==> src/rtl/sssp_level_sequencer.sv <==
// ---------------------------------------------------------------------------
// sssp_level_sequencer
//
// Purpose:
//   Drives one or more sssp_pipeline instances through BFS/SSSP levels.
//   A run first streams the vertex state into the pipeline BRAMs
//   (pipe_control=1). It then replays the edge stream once per level
//   (pipe_control=2) and counts the updates each level produces. After each
//   level it either advances current_level or stops. It stops on
//   convergence (no updates), on reaching cfg_max_level, or when the
//   pipeline fails to drain in time.
//
// Ports:
//   clk, rst          clock; synchronous active-high reset
//   start             pulse that begins a run (ignored while busy)
//   cfg_load_words    vertex words to load (sampled at start)
//   cfg_edge_words    edge words per level (sampled at start)
//   cfg_max_level     last level to process (sampled at start)
//   src_valid         upstream word valid
//   src_ready         sequencer accepts a word this cycle
//   level_start       one-cycle pulse: upstream must rewind the edge stream
//   pipe_control      0 idle, 1 load, 2 scatter
//   pipe_word_valid   accepted beat (src_valid & src_ready)
//   pipe_last_input   final accepted beat of a LOAD or SCATTER phase
//   current_level     level driven to the pipelines
//   pipe_valid_out    pipeline update strobe
//   pipe_last_out     pipeline has flushed the final beat
//   busy, done, error run status; done/error held until the next start
//   level_updates     updates counted in the current level (saturating)
// ---------------------------------------------------------------------------
module sssp_level_sequencer #(
    parameter int CNT_W         = 32,
    parameter int LEVEL_W       = 8,
    parameter int DRAIN_TIMEOUT = 64
) (
    input  logic               clk,
    input  logic               rst,
    input  logic               start,
    input  logic [CNT_W-1:0]   cfg_load_words,
    input  logic [CNT_W-1:0]   cfg_edge_words,
    input  logic [LEVEL_W-1:0] cfg_max_level,
    input  logic               src_valid,
    output logic               src_ready,
    output logic               level_start,
    output logic [1:0]         pipe_control,
    output logic               pipe_word_valid,
    output logic               pipe_last_input,
    output logic [LEVEL_W-1:0] current_level,
    input  logic               pipe_valid_out,
    input  logic               pipe_last_out,
    output logic               busy,
    output logic               done,
    output logic               error,
    output logic [CNT_W-1:0]   level_updates
);

    // One spare bit so the timer can reach DRAIN_TIMEOUT without wrapping.
    localparam int TMR_W = $clog2(DRAIN_TIMEOUT + 1) + 1;

    typedef enum logic [2:0] {
        S_IDLE,
        S_LOAD,
        S_SCATTER,
        S_DRAIN,
        S_NEXT,
        S_DONE
    } state_t;

    state_t             state;
    logic [CNT_W-1:0]   load_words;
    logic [CNT_W-1:0]   edge_words;
    logic [LEVEL_W-1:0] max_level;
    logic [CNT_W-1:0]   word_cnt;
    logic [TMR_W-1:0]   drain_timer;
    logic [CNT_W-1:0]   phase_words;
    logic               accept;
    logic               last_beat;
    logic               count_update;

    // Handshake and phase decode. All of it follows from the registered
    // state, so the pipelines see a stable control value for each cycle.
    // DRAIN and NEXT keep control at 2 because the pipeline gates its
    // output stage on the live control value.
    always_comb begin
        phase_words     = (state == S_LOAD) ? load_words : edge_words;
        src_ready       = (state == S_LOAD) || (state == S_SCATTER);
        accept          = src_valid && src_ready;
        last_beat       = accept && (word_cnt == phase_words - CNT_W'(1));
        pipe_word_valid = accept;
        pipe_last_input = last_beat;
        busy            = (state != S_IDLE) && (state != S_DONE);
        count_update    = pipe_valid_out && ((state == S_SCATTER) || (state == S_DRAIN));
        case (state)
            S_LOAD:                       pipe_control = 2'd1;
            S_SCATTER, S_DRAIN, S_NEXT:   pipe_control = 2'd2;
            default:                      pipe_control = 2'd0;
        endcase
    end

    // Level sequencing FSM. level_start is set on every transition into
    // SCATTER, so it is high during the first SCATTER cycle only.
    always_ff @(posedge clk) begin
        if (rst) begin
            state         <= S_IDLE;
            load_words    <= '0;
            edge_words    <= '0;
            max_level     <= '0;
            word_cnt      <= '0;
            drain_timer   <= '0;
            current_level <= '0;
            level_updates <= '0;
            level_start   <= 1'b0;
            done          <= 1'b0;
            error         <= 1'b0;
        end else begin
            level_start <= 1'b0;

            // The counter saturates rather than wrapping to zero, because a
            // wrap would look like convergence.
            if (count_update && (level_updates != '1)) begin
                level_updates <= level_updates + CNT_W'(1);
            end

            case (state)
                S_IDLE, S_DONE: begin
                    if (start) begin
                        load_words    <= cfg_load_words;
                        edge_words    <= cfg_edge_words;
                        max_level     <= cfg_max_level;
                        current_level <= '0;
                        word_cnt      <= '0;
                        drain_timer   <= '0;
                        level_updates <= '0;
                        done          <= 1'b0;
                        error         <= 1'b0;
                        if (cfg_load_words != '0) begin
                            state <= S_LOAD;
                        end else if (cfg_edge_words != '0) begin
                            state       <= S_SCATTER;
                            level_start <= 1'b1;
                        end else begin
                            state <= S_DONE;
                            done  <= 1'b1;
                        end
                    end
                end

                S_LOAD: begin
                    if (accept) begin
                        if (last_beat) begin
                            word_cnt <= '0;
                            if (edge_words != '0) begin
                                state       <= S_SCATTER;
                                level_start <= 1'b1;
                            end else begin
                                state <= S_DONE;
                                done  <= 1'b1;
                            end
                        end else begin
                            word_cnt <= word_cnt + CNT_W'(1);
                        end
                    end
                end

                S_SCATTER: begin
                    if (accept) begin
                        if (last_beat) begin
                            word_cnt    <= '0;
                            drain_timer <= '0;
                            state       <= S_DRAIN;
                        end else begin
                            word_cnt <= word_cnt + CNT_W'(1);
                        end
                    end
                end

                // Wait for the final beat to leave the pipeline. Updates
                // that arrive in the same cycle as pipe_last_out are
                // counted above.
                S_DRAIN: begin
                    if (pipe_last_out) begin
                        state <= S_NEXT;
                    end else if (drain_timer == TMR_W'(DRAIN_TIMEOUT)) begin
                        error <= 1'b1;
                        done  <= 1'b1;
                        state <= S_DONE;
                    end else begin
                        drain_timer <= drain_timer + TMR_W'(1);
                    end
                end

                // The max-level check runs before the increment, so
                // current_level never wraps.
                S_NEXT: begin
                    if ((level_updates == '0) || (current_level == max_level)) begin
                        state <= S_DONE;
                        done  <= 1'b1;
                    end else begin
                        current_level <= current_level + LEVEL_W'(1);
                        word_cnt      <= '0;
                        level_updates <= '0;
                        level_start   <= 1'b1;
                        state         <= S_SCATTER;
                    end
                end

                default: state <= S_IDLE;
            endcase
        end
    end

endmodule

==> config.mk <==
export PLATFORM = sky130hd
export DESIGN_NAME = sssp_level_sequencer
export DESIGN_NICKNAME = d
export VERILOG_FILES = /design/src/rtl/sssp_level_sequencer.sv
export SDC_FILE = /design/constraint.sdc
export NUM_CORES = 1
export LEC_CHECK = 0
export ABC_CLOCK_PERIOD_IN_PS = 7050
export CORE_MARGIN = 1
export CORE_UTILIZATION = 25
export DETAILED_ROUTE_END_ITERATION = 6
export SYNTH_ARGS = -nofsm -noshare
export SYNTH_HDL_FRONTEND = slang
export SYNTH_SLANG_ARGS = --single-unit
==> constraint.sdc <==
create_clock -name clk -period 7.05 [get_ports clk]
set_clock_uncertainty 0.05 [all_clocks]
set_input_delay 1.41 -clock clk [delete_from_list [all_inputs] [get_ports clk]]
set_output_delay 1.41 -clock clk [all_outputs]
set_load 0.1 [all_outputs]
* After elaboration in Yosys (flattened, before gate mapping)
Index checks and enable logic that the tools add are counted.
** Storage, ports and cells
- Output and inout bits :: 49
- Bits of input ports :: 78
- Logic and storage cells :: 119
- Register bits :: 158
** Cells by class
- $add $sub $neg :: 5
- Eq/ne operators :: 23
- Mux-type cells :: 51
- Reduce and logical (&&, ||, !) cells :: 29
** Operators by type and width (number)
- 32-bit two-way mux :: 8
- 32-bit one-hot mux with 3 select lines :: 1
- 32-bit nonzero test :: 3
- 32-bit by 1-bit adder with 32-bit output (second input constant) :: 2
- 32-bit one-hot mux with 2 select lines :: 1
- 8-bit two-way mux :: 6
- 3-bit two-way mux :: 11
- 32-bit equality test :: 1
- 32-bit logical NOT :: 1
- 32-bit inequality test (second input constant) :: 1
- 32-bit by 1-bit subtractor with 32-bit output (second input constant) :: 1
- 8-bit one-hot mux with 3 select lines :: 1
- 2-bit inequality test (second input constant) :: 10
- 1-bit two-way mux :: 17
- 8-bit by 1-bit adder with 8-bit output (second input constant) :: 2
- 8-bit one-hot mux with 2 select lines :: 1
- 3-bit one-hot mux with 5 select lines :: 1
- 6-bit AND reduction :: 2
- 3-bit nonzero test :: 3
- 8-bit by 7-bit equality test with 1-bit output (second input constant) :: 1
- 8-bit equality test :: 1
- 4-bit AND reduction :: 2
- 8-bit AND reduction :: 1
- 3-bit by 2-bit equality test with 1-bit output (second input constant) :: 2
- 18 further kinds :: 28

* Logic depth before layout (Yosys ltp)
- Word-level depth :: 8
- Depth in mapped cells :: 18
- Gate-level depth less buffers :: 13

* Least setup slack after synthesis
OpenSTA, ideal clock, no wires.
- Path type :: register to output
- Start :: register state[2]
- End :: output pipe_last_input
- Stages on the path, launching flop included :: 16
- Slack :: 1.376 ns
- Arrival time :: 4.214 ns
- Required time :: 5.590 ns
- Cells stage by stage :: dfxtp_1 -> buf_6 -> or3b_1 -> buf_2 -> clkinv_4 -> buf_6 -> buf_2 -> mux2i_1 -> ha_1 -> nand4_1 -> a22oi_1 -> nand4_1 -> xnor2_1 -> nand4_1 -> or3_1 -> and3b_1
** On the way
- Longest elaborated chain between the ends :: 5
- Elaborated cells between the ends (all ways) :: 8
** RTL lines
- from (decl) :: RTL line 69 : state_t state;
- from (signal assigned) :: RTL line 104 : state <= S_IDLE;
- from (signal assigned) :: RTL line 137 : state <= S_LOAD;
- from (signal assigned) :: RTL line 139 : state <= S_SCATTER;
- 3-bit by 1-bit equality test with 1-bit output :: RTL line 85, 86
- 32-bit two-way mux :: RTL line 85 : phase_words = (state == S_LOAD) ? load_words : edge_words;
- 32-bit by 1-bit subtractor with 32-bit output :: RTL line 88 : last_beat = accept && (word_cnt == phase_words - CNT_W'(1));
- 32-bit equality test :: RTL line 88
- 1-bit logical AND (*) :: RTL line 88
- to (decl) :: RTL line 47 : output logic pipe_last_input,
Mark *: on every way between the ends. The rest lies on a longest branch, timed or not.

* Final worst setup path
- Start :: register state[0]
- End :: output pipe_last_input
The elaborated chain is that of the path after synthesis.

==> reports/qor.csv <==
metric,value,unit
status,"finished, final reports clean",
CTS Sinks,158,
synthesized net count,1285,
Crit Path Class,reg2out,
fin crit share,0.881,
final hold vios,0,
maximum vdd drop,204,uV
Worst Setup End Kind,output pin,
die area,0.0376,mm^2
Die H,194,um
cts bufs inserted,17,
measured slew at the worst slew-check pin,1.06,ns
CP Data Arrival Time,4.75,ns
H-tree lvl count,4,
yosys warns,0,
"commonest non-fill, non-tap cell in the layout",nand2_1,
Synth Area in Simple Gates,0.302,
Worst EP required,5.59,ns
setup bufs post-CTS,0,
category of the worst setup path launch point,register,
initial antenna violation count,1,
DRC errors left,0,
post-route ant nets,0,
Final min period,6.21,ns
XOR/XNOR Fraction of Synth Area,0.102,
"Hold-fix buffers, CTS",0,
I/O pin count,127,
"Slew Viols, Final",0,
Post-Syn Area,0.00921,mm^2
first-pass GRT wire length,45.9,mm
Initial Utilization,0.256,
RSZ-0062 raised after global routing,false,
"commonest cells after routing, fill and taps aside","nand2_1 (223), dfxtp_1 (158), clkdlybuf4s50_1 (124)",
setup violators final,0,
CTS resizes,0,
antenna diode count,0,
hold slack,0.418,ns
final net count,1368,
vias in the first global route,8704,
IO buf count,126,
TritonCTS clock tree,built,
DR WL/cell,15.8,um
Setup TNS,0,ns
Core Rows,69,
total power draw,3.98,mW
Vias,8997,
placed cell count,1725,
Die X,194,um
fmax,0.161,GHz
Worst-path clk slew,0.07,ns
layout cells sized above 1,0.0448,
routed vias/inst,5.12,
average cell area after synthesis,7.67,um^2
Worst Hold Class,reg2reg,
DRT iter0 DRCs,509,
Final Util,0.316,
GRT Util Overall,0.149,
gr ovfl total,0,
Post-Synthesis Cells,1200,
main combinational cell family by area after synthesis,simple AND/OR/NAND/NOR gates,
Placer Congestion,0.884,
Pleak,3.85,nW
fraction of registers with async set/reset,0,
Worst-Skew Late Latency,0.43,ns
post-synthesis mux area share,0.0476,
HPWL Detailed,20.6,mm
post-synthesis compound-gate area fraction,0.147,
Pwr Density,351,mW/mm^2
DR pass1 iterations,5,
final non-filler cell total,1757,
area grow syn2layout,23.3,%
number of synthesized register bits,158,
Slew headroom,0.289,
Netlist cell types,75,
root buf cell,clkbuf_16,
largest net degree at the start of global routing,93,
adder-cell share of the synthesized area,0.00951,
total of max-cap violations,0,
Post-synth top flop,dfxtp_1,
core area,0.0359,mm^2
Clock Tree Buf Depth,2,
sequential share of the synthesized area,0.344,
CP Max Fanout,61,
"EDFF count, synth",0,
Total Wirelength,27.8,mm
==> cells by family after synthesis <==
family,count (synthesis)
AO/OA/AOI/OAI,208
XOR/XNOR,105
adder cells (fa/ha/maj),7
buffers and inverters,97
flip-flops,158
multiplexers,43
AND/OR/NAND/NOR,582
==> where the power goes <==
part / total, mW / internal [mW] / switching, mW
Combinational: 1.92 / 0.693 / 1.23
Sequential: 1.16 / 1.00 / 0.156
Clock: 0.901 / 0.509 / 0.393
Total: 3.98 / 2.20 / 1.78
==> metal layers <==
metal  up-vias  wire (um)  part of all wire  track usage
met5         -          0                 0            0
met4         0        321             0.012       0.0370
met3        23       1670             0.060       0.0383
met2       244      13100              0.47        0.250
met1      4280      12700              0.46        0.190
li1       4450          -                 -            -
==> metrics by stage <==
stage / area (um^2) / setup slack, ns
after floorplan: 9210 / 1.38
after global placement: 10800 / 1.60
after detailed placement: 10800 / 1.43
after CTS: 11300 / 0.949
after global routing: 11300 / 0.515
final: 11300 / 0.838
==> final timing paths <==
check        startpoint         endpoint  slack, ns  cells past startpoint
max reg2reg    state[0]   drain_timer[1]       2.11                     13
min               error            error       0.42                      2
max            state[0]  pipe_last_input       0.84                     12
min reg2reg       error            error       0.42                      2
==> synth_stat cells, types with 5 or more instances <==
| cell type | number | area, um^2 |
|---|---|---|
| a211oi_1 | 6 | 45.0 |
| a21oi_1 | 95 | 475 |
| a22oi_1 | 5 | 37.5 |
| a311oi_1 | 5 | 43.8 |
| a31oi_1 | 7 | 43.8 |
| a32oi_1 | 7 | 61.3 |
| and2_1 | 7 | 43.8 |
| and3_1 | 25 | 156 |
| buf_1 | 6 | 22.5 |
| buf_2 | 10 | 50.1 |
| clkbuf_1 | 48 | 180 |
| dfxtp_1 | 158 | 3160 |
| ha_1 | 7 | 87.6 |
| inv_1 | 24 | 90.1 |
| mux2i_1 | 40 | 400 |
| nand2_1 | 223 | 837 |
| nand3_1 | 65 | 325 |
| nand3b_1 | 6 | 45.0 |
| nand4_1 | 25 | 156 |
| nor2_1 | 93 | 349 |
| nor3_1 | 50 | 250 |
| nor4_1 | 39 | 244 |
| o2111a_1 | 5 | 56.3 |
| o211ai_1 | 6 | 45.0 |
| o21ai_0 | 23 | 115 |
| o311ai_0 | 7 | 61.3 |
| o31ai_1 | 6 | 45.0 |
| o41ai_1 | 5 | 43.8 |
| or3_1 | 17 | 106 |
| or4_1 | 5 | 37.5 |
| xnor2_1 | 61 | 534 |
| xor2_1 | 42 | 368 |
==> critical path: stages (launching register included) <==
cell and delay, ns:
dfxtp_1 0.63, or3b_1 0.46, clkinv_4 0.40, mux2i_1 0.35, ha_1 0.31, nand4_1 0.19
a22oi_1 0.43, o211ai_1 0.18, xnor2_1 0.22, o21ai_0 0.16, nor4b_1 0.36, and3b_1 0.34
buf_12 0.21
==> flip-flops by register name, summed over array words and instances, names as in the netlist, 3 cells and up <==
| name | flops |
|---|---|
| edge_words | 32 |
| state | 3 |
| word_cnt | 32 |
| max_level | 8 |
| drain_timer | 8 |
| load_words | 32 |
| current_level | 8 |
| level_updates | 32 |
==> layout make-up <==
cell class / instances / area (um^2)
clock buffers: 21 / 460
clock inverters: 11 / 109
fillers: 3832 / 24600
inverters: 27 / 106
multi-input cells: 945 / 5600
flip-flops and latches: 158 / 3160
well taps: 461 / 577
repair buffers: 134 / 1330
Power figures use the tool's default switching activity.
